<file path="config.mk">
export PLATFORM = sky130hd
export DESIGN_NAME = btb_upd_queue_flat
export DESIGN_NICKNAME = d
export VERILOG_FILES = /design/src/rtl/btb_upd_queue_pkg.sv /design/src/rtl/btb_upd_queue_if.sv /design/src/rtl/btb_upd_queue_sync_fifo.sv /design/src/rtl/btb_upd_queue.sv /design/src/flat_wrapper.sv
export SDC_FILE = /design/constraint.sdc
export NUM_CORES = 1
export LEC_CHECK = 0
export ABC_CLOCK_PERIOD_IN_PS = 4700
export CAP_MARGIN = 10
export CORE_ASPECT_RATIO = 2
export CORE_MARGIN = 2
export CORE_UTILIZATION = 41
export DETAILED_ROUTE_END_ITERATION = 10
export GPL_ROUTABILITY_DRIVEN = 0
export PLACE_DENSITY = 0.71
export SLEW_MARGIN = 10
export SYNTH_ARGS = -nofsm -noshare
export SYNTH_HDL_FRONTEND = slang
export SYNTH_SLANG_ARGS = --single-unit
</file>
<file path="constraint.sdc">
create_clock -name clock -period 4.7 [get_ports clock]
set_input_delay 0.94 -clock clock [delete_from_list [all_inputs] [get_ports clock]]
set_output_delay 0.94 -clock clock [all_outputs]
set_load 0.05 [all_outputs]
</file>
<file path="src/rtl/btb_upd_queue_pkg.sv">
// btb_upd_queue_pkg: shared types and constants for the BTB retire-update path.
//   btb_upd_t         - one queued retire update {brpc, brdir, tar}, 129 bits
//   BTB_UPD_DEPTH_DEF - default queue depth
//   BR_*              - branch-type encodings used elsewhere in the front end
package btb_upd_queue_pkg;

   localparam int unsigned BTB_UPD_DEPTH_DEF = 4;

   // Branch-type encodings; not decoded by the update queue.
   localparam logic [1:0] BR_COND      = 2'd0;
   localparam logic [1:0] BR_INDIR_RAS = 2'd1;
   localparam logic [1:0] BR_INDIR_PC  = 2'd2;

   typedef struct packed {
      logic [63:0] brpc;
      logic        brdir;
      logic [63:0] tar;
   } btb_upd_t;

endpackage

</file>
<file path="src/rtl/btb_upd_queue_if.sv">
// btb_upd_queue_if: retire-side inputs and BTB retire-update outputs of btb_upd_queue.
//   rt_valid_i/rt_brpc_i/rt_brdir_i/rt_tar_i - resolved branch from retire
//   btb_sp_we_i                               - fetch1 speculative BTB write (blocks replay)
//   btb_rt_we_o/btb_rt_brdir_o/btb_rt_brpc_o/taken_addr_o - retire update to every BTB way
//   q_empty_o/q_full_o                        - queue occupancy flags
//   drop_cnt_o                                - saturating count of discarded updates
// master: retire/producer side; slave: the queue itself.
interface btb_upd_queue_if #(
   parameter int unsigned CNT_W = 16
);
   logic             rt_valid_i;
   logic [63:0]      rt_brpc_i;
   logic             rt_brdir_i;
   logic [63:0]      rt_tar_i;
   logic             btb_sp_we_i;
   logic             btb_rt_we_o;
   logic             btb_rt_brdir_o;
   logic [63:0]      btb_rt_brpc_o;
   logic [63:0]      taken_addr_o;
   logic             q_empty_o;
   logic             q_full_o;
   logic [CNT_W-1:0] drop_cnt_o;

   modport master (
      output rt_valid_i, rt_brpc_i, rt_brdir_i, rt_tar_i, btb_sp_we_i,
      input  btb_rt_we_o, btb_rt_brdir_o, btb_rt_brpc_o, taken_addr_o,
             q_empty_o, q_full_o, drop_cnt_o
   );

   modport slave (
      input  rt_valid_i, rt_brpc_i, rt_brdir_i, rt_tar_i, btb_sp_we_i,
      output btb_rt_we_o, btb_rt_brdir_o, btb_rt_brpc_o, taken_addr_o,
             q_empty_o, q_full_o, drop_cnt_o
   );
endinterface

</file>
<file path="src/rtl/btb_upd_queue_sync_fifo.sv">
// sync_fifo: storage, pointers and occupancy for a power-of-two synchronous FIFO.
//   clk, rst    - clock, async active-high reset (discards all entries)
//   push, pop   - write wdata / advance head; caller never pushes when full
//                 without a pop, nor pops when empty
//   wdata       - entry to write
//   rdata       - head entry (raw storage read, undefined when empty)
//   count       - registered occupancy 0..DEPTH
module sync_fifo #(
   parameter int unsigned WIDTH = 8,
   parameter int unsigned DEPTH = 4
) (
   input  logic                         clk,
   input  logic                         rst,
   input  logic                         push,
   input  logic                         pop,
   input  logic [WIDTH-1:0]             wdata,
   output logic [WIDTH-1:0]             rdata,
   output logic [$clog2(DEPTH+1)-1:0]   count
);
   localparam int unsigned PW = $clog2(DEPTH);
   localparam int unsigned CW = $clog2(DEPTH + 1);

   logic [WIDTH-1:0] mem_q [DEPTH];
   logic [PW-1:0]    wr_ptr_d, wr_ptr_q;
   logic [PW-1:0]    rd_ptr_d, rd_ptr_q;
   logic [CW-1:0]    count_d, count_q;

   // Next pointers/occupancy; pointers wrap naturally at DEPTH.
   always_comb begin
      wr_ptr_d = wr_ptr_q;
      rd_ptr_d = rd_ptr_q;
      count_d  = count_q;
      if (push) wr_ptr_d = wr_ptr_q + PW'(1);
      if (pop)  rd_ptr_d = rd_ptr_q + PW'(1);
      if (push && !pop)      count_d = count_q + CW'(1);
      else if (pop && !push) count_d = count_q - CW'(1);
   end

   always_ff @(posedge clk or posedge rst) begin
      if (rst) begin
         wr_ptr_q <= '0;
         rd_ptr_q <= '0;
         count_q  <= '0;
      end else begin
         wr_ptr_q <= wr_ptr_d;
         rd_ptr_q <= rd_ptr_d;
         count_q  <= count_d;
      end
   end

   // Data array needs no reset: occupancy alone defines which slots are live.
   always_ff @(posedge clk) begin
      if (push) mem_q[wr_ptr_q] <= wdata;
   end

   assign rdata = mem_q[rd_ptr_q];
   assign count = count_q;

endmodule

</file>
<file path="src/rtl/btb_upd_queue.sv">
// btb_upd_queue: buffers resolved branches from retire and replays them, one per
// cycle, onto the BTB retire-update port, yielding to fetch1 speculative writes.
//   clock, reset - clock, async active-high reset (discards queued entries)
//   bus (slave)  - retire inputs, fetch1 write enable, BTB update outputs,
//                  empty/full flags and saturating drop counter
module btb_upd_queue
   import btb_upd_queue_pkg::*;
#(
   parameter int unsigned DEPTH = BTB_UPD_DEPTH_DEF,
   parameter int unsigned CNT_W = 16
) (
   input  logic            clock,
   input  logic            reset,
   btb_upd_queue_if.slave  bus
);
   localparam int unsigned CW = $clog2(DEPTH + 1);
   localparam int unsigned EW = $bits(btb_upd_t);

   logic [CW-1:0]    count;
   logic             empty;
   logic             full;
   logic             pop;
   logic             push;
   logic             drop;
   btb_upd_t         wr_entry;
   btb_upd_t         head;
   logic [CNT_W-1:0] drop_cnt_d, drop_cnt_q;

   // Replay gating, push acceptance and drop detection. A full queue still
   // accepts a push when the head leaves in the same cycle.
   always_comb begin
      empty          = (count == '0);
      full           = (count == CW'(DEPTH));
      pop            = !empty && !bus.btb_sp_we_i;
      push           = bus.rt_valid_i && (!full || pop);
      drop           = bus.rt_valid_i && full && !pop;
      wr_entry.brpc  = bus.rt_brpc_i;
      wr_entry.brdir = bus.rt_brdir_i;
      wr_entry.tar   = bus.rt_tar_i;
      drop_cnt_d     = drop_cnt_q;
      if (drop && (drop_cnt_q != '1)) drop_cnt_d = drop_cnt_q + CNT_W'(1);
   end

   always_ff @(posedge clock or posedge reset) begin
      if (reset) drop_cnt_q <= '0;
      else       drop_cnt_q <= drop_cnt_d;
   end

   sync_fifo #(
      .WIDTH (EW),
      .DEPTH (DEPTH)
   ) u_fifo (
      .clk   (clock),
      .rst   (reset),
      .push  (push),
      .pop   (pop),
      .wdata (wr_entry),
      .rdata (head),
      .count (count)
   );

   // Head is shown whenever present; all-zero when empty.
   assign bus.btb_rt_we_o    = pop;
   assign bus.btb_rt_brpc_o  = empty ? 64'd0 : head.brpc;
   assign bus.btb_rt_brdir_o = empty ? 1'b0  : head.brdir;
   assign bus.taken_addr_o   = empty ? 64'd0 : head.tar;
   assign bus.q_empty_o      = empty;
   assign bus.q_full_o       = full;
   assign bus.drop_cnt_o     = drop_cnt_q;

endmodule
</file>
<file path="src/flat_wrapper.sv">
// flat-port wrapper written by rule: the top's interface ports become plain ports
module btb_upd_queue_flat import btb_upd_queue_pkg::*;
#(
   parameter int unsigned DEPTH = BTB_UPD_DEPTH_DEF,
   parameter int unsigned CNT_W = 16
)
  (clock, reset, bus_rt_valid_i, bus_rt_brpc_i, bus_rt_brdir_i, bus_rt_tar_i, bus_btb_sp_we_i, bus_btb_rt_we_o, bus_btb_rt_brdir_o, bus_btb_rt_brpc_o, bus_taken_addr_o, bus_q_empty_o, bus_q_full_o, bus_drop_cnt_o);
  btb_upd_queue_if #(.CNT_W(CNT_W)) bus_i ();
  input  logic clock;
  input  logic reset;
  input wire logic [$bits(bus_i.rt_valid_i)-1:0] bus_rt_valid_i;
  input wire logic [$bits(bus_i.rt_brpc_i)-1:0] bus_rt_brpc_i;
  input wire logic [$bits(bus_i.rt_brdir_i)-1:0] bus_rt_brdir_i;
  input wire logic [$bits(bus_i.rt_tar_i)-1:0] bus_rt_tar_i;
  input wire logic [$bits(bus_i.btb_sp_we_i)-1:0] bus_btb_sp_we_i;
  output wire logic [$bits(bus_i.btb_rt_we_o)-1:0] bus_btb_rt_we_o;
  output wire logic [$bits(bus_i.btb_rt_brdir_o)-1:0] bus_btb_rt_brdir_o;
  output wire logic [$bits(bus_i.btb_rt_brpc_o)-1:0] bus_btb_rt_brpc_o;
  output wire logic [$bits(bus_i.taken_addr_o)-1:0] bus_taken_addr_o;
  output wire logic [$bits(bus_i.q_empty_o)-1:0] bus_q_empty_o;
  output wire logic [$bits(bus_i.q_full_o)-1:0] bus_q_full_o;
  output wire logic [$bits(bus_i.drop_cnt_o)-1:0] bus_drop_cnt_o;
  assign bus_i.rt_valid_i = bus_rt_valid_i;
  assign bus_i.rt_brpc_i = bus_rt_brpc_i;
  assign bus_i.rt_brdir_i = bus_rt_brdir_i;
  assign bus_i.rt_tar_i = bus_rt_tar_i;
  assign bus_i.btb_sp_we_i = bus_btb_sp_we_i;
  assign bus_btb_rt_we_o = bus_i.btb_rt_we_o;
  assign bus_btb_rt_brdir_o = bus_i.btb_rt_brdir_o;
  assign bus_btb_rt_brpc_o = bus_i.btb_rt_brpc_o;
  assign bus_taken_addr_o = bus_i.taken_addr_o;
  assign bus_q_empty_o = bus_i.q_empty_o;
  assign bus_q_full_o = bus_i.q_full_o;
  assign bus_drop_cnt_o = bus_i.drop_cnt_o;
  btb_upd_queue #(.DEPTH(DEPTH), .CNT_W(CNT_W)) u_core (.clock(clock), .reset(reset), .bus(bus_i));
endmodule
</file>
==> flow_metrics.py <==
metrics = {
    "status": {
        "status": "finished clean",
    },
    "sta": {
        "maxSlewViolCount": 0,
        "rsz0062_at_grt": "false",
        "relSlewSlack": 0.3827,
        "final-hold-violation-count": 0,
        "fmax_ghz": 0.2453,
        "setup_violations": 0,
        "layout_min_cycle_time_ps": 4077,
        "finalClockSkew_ps": 19.13,
        "fin_setup_tns_ps": 0,
        "fin_crit_sh": 0.8675,
        "tightest_slew_ps": 926.0,
    },
    "synth": {
        "syn_avg_cell_area_sq_um": 22.26,
        "synth_top_cell_area_share": 0.7525,
        "synth_top_family_by_area": "multiplexers",
        "synth-simple-area-share": 0.05310,
        "synth_adder_area_share": 0.004618,
        "syn-cell-area_sq_mm": 0.02059,
        "synth_cell_types": 31,
        "synthFlopType": "edfxtp_1",
        "synthMuxAreaShare": 0.1427,
        "synth_seq_cells": 539,
        "ys.warnings.count": 0,
        "yosysSeqAreaShare": 0.7804,
        "synth-xor-area-share": 0.008507,
        "ys_async_sr_fraction": 0.04267,
        "syn_inst": 925,
        "synth_nets": 1065,
        "synth_area_leader_cell": "edfxtp_1",
        "yosysMostFrequentCell": "edfxtp_1",
        "synth-compound-area-share": 0.0004861,
        "yosys-top-cells-count": "edfxtp_1, mux4_2, nor2b_1",
        "synth_area_leaders": "edfxtp_1, mux4_2, nor2b_1, dfrtp_1, xor2_1",
        "synth_edf_count": 516,
    },
    "cts": {
        "clock-sinks": 539,
        "tritoncts": "yes",
        "post_cts_buffers": 0,
        "cts_resized": 0,
        "clk_latency_ps": 570,
        "ctsHoldBuffers": 0,
        "numCtsBuffers": 46,
        "clk_pin_slew_ps": 70,
        "clock-root-buffer": "clkbuf_16",
        "cts-htree-levels": 2,
        "cts.path.max_buffers": 3,
    },
    "grt": {
        "met3_usage": 0.03495,
        "antenna_found_initial": 4,
        "grt_util_met2": 0.3113,
        "global_route.overflow_total": 0,
        "use_met1": 0.1907,
        "grt_max_degree": 78,
        "busiest_layer": "met2",
        "grtUsageTotal": 0.1687,
        "grt_pass1_vias": 10810,
        "grt_pass1_wl_microns": 65850,
    },
    "worst_setup_path": {
        "cpPeakStageDelay_ps": 730,
        "crit_path_top_delay_cell": "clkdlybuf4s50_1",
        "timing.rr.start": "u_core.u_fifo.count[0]$_DFFE_PP0P_",
        "required_ps": 3760,
        "cp-start-kind": "register",
        "crit_family": "buffers and inverters",
        "crit_arrival_ps": 3140,
        "critPathKind": "reg2out",
        "worst-path-buf-inv": 2,
        "critPathLaunch": "u_core.u_fifo.rd_ptr_q[0]$_DFFE_PP0N_",
        "crit_path_end_kind": "primary output",
        "path_max_fanout": 42,
        "crit_chain": "buf_12, mux4_2, nor2b_1, clkdlybuf4s50_1",
    },
    "die": {
        "row_count": 116,
        "pin_count": 281,
        "dieArea_sq_mm": 0.05214,
        "coreArea_sq_mm": 0.04978,
        "initial_utilization": 0.4136,
        "chipHeight_microns": 320.9,
        "die_w_microns": 162.5,
    },
    "drt": {
        "drc": 0,
        "drtAntennaViolNets": 0,
        "routed_wirelength_microns": 43510,
        "drt_iter0_drc": 676,
        "wl_per_cell_microns": 22.69,
        "dr.pass1.iters": 5,
        "routed_via_density": 5.185,
        "vias": 9945,
    },
    "placement": {
        "dp_hpwl_microns": 26290,
        "portBuffers": 280,
    },
    "power": {
        "ir_drop_uv": 490.3,
        "p_per_area_mw_per_mm2": 746.6,
        "p_leak_nw": 8.450,
    },
    "min_path": {
        "min_path_type": "reg2reg",
        "hp-start": "u_core.bus.drop_cnt_o[15]$_DFFE_PP0P_",
    },
    "job": {
        "drv_cap": 0,
    },
    "cells_and_area": {
        "syn2layout_area_growth_pct": 25.76,
        "fill_cells": 3895,
        "utilization": 0.5202,
        "fin_nets": 1369,
        "drive_gt1_frac": 0.1847,
    },
}
==> stage by stage <==
step	total power, W	hold WS, ps	worst slack [ps]	area, sq um	instances
floorplan	0.01268	526.4	127.0	20590	925
global placement	0.01556	484.4	1132	24320	1830
CTS	0.01965	504.2	507.3	25890	1916
global route	0.02013	528.4	443.9	25900	1918
detailed placement	0.01565	490.5	1126	24320	1830
finish	0.01934	499.8	622.9	25900	1918
==> layout by cell type (no fill, tap or decap), types with 2 or more instances in the layout <==
cell	synthesis	layout
xor2_1	13	13
clkinv_4	0	2
clkbuf_1	28	5
nor3_1	5	4
nand4_1	4	4
xnor2_1	7	7
edfxtp_1	516	516
nor4_1	4	4
clkbuf_16	0	46
dfrtp_1	23	21
and3_4	0	4
nand2_1	7	7
clkdlybuf4s50_1	0	280
mux2_2	3	3
inv_6	0	2
clkinv_1	0	10
ha_1	6	6
clkinvlp_4	0	3
mux4_2	129	129
nor2b_1	129	129
buf_4	0	11
buf_12	0	9
diode_2	0	2
clkinv_2	0	8
nand3_1	7	7
nor2_1	4	4
dfrtp_4	0	2
bufinv_16	0	8
inv_1	7	7
==> registers in the layout, summed over array words and instances (netlist names) <==
name	cells
u_core.u_fifo.mem_q	516
u_core.bus.drop_cnt_o	16
u_core.u_fifo.count	3
u_core.u_fifo.rd_ptr_q	2
u_core.u_fifo.wr_ptr_q	2
==> final cells by class <==
| class | instances | area, sq um | area share |
|---|---|---|---|
| Timing Repair Buffer | 300 | 3065 | 0.1184 |
| Clock buffer | 51 | 1170 | 0.04517 |
| Antenna cell | 2 | 5.005 | 0.0001933 |
| Sequential cell | 539 | 16080 | 0.6208 |
| Multi-Input combinational cell | 335 | 4338 | 0.1675 |
| Inverter | 7 | 26.28 | 0.001015 |
| Tap cell | 649 | 812.0 | 0.03136 |
| Clock inverter | 35 | 402.9 | 0.01556 |
==> kinds of logic (layout without fill, tap and decap cells) <==
family,Yosys count,in the layout
muxes,132,132
and+or+nand+nor,174,174
xor gates and xnor gates,20,20
DFF,539,539
buffers and inverters,51,393
adders and majority gates,7,7
AOI/OAI and AO/OA,2,2
other,0,2
==> path summary, 6_finish.rpt <==
kind                                                              end  slack, ps  cells past startpoint
worst max-delay path                            bus_btb_rt_brpc_o[42]        620                      4
worst min-delay path            u_core.bus.drop_cnt_o[15]$_DFFE_PP0P_        500                      1
worst max register to register     u_core.u_fifo.count[2]$_DFFE_PP0P_       2120                     10
worst min register to register  u_core.bus.drop_cnt_o[15]$_DFFE_PP0P_        500                      1
max in group asynchronous       u_core.u_fifo.rd_ptr_q[0]$_DFFE_PP0N_       3160                      2
min in group asynchronous        u_core.bus.drop_cnt_o[7]$_DFFE_PP0P_        870                      2
==> metal layers <==
metal  vias up  wire [microns]
met5         -              27
met4         4            1317
met3        76            2374
met2       287           24070
met1      5223           15720
li1       4355               -
==> report_power, final <==
part	total (W)	switching [W]	internal, W
Combinational	0.00878	0.00552	0.00326
Clock	0.00395	0.00169	0.00225
Sequential	0.00660	0.000326	0.00628
(Power assumes the default switching activity.)
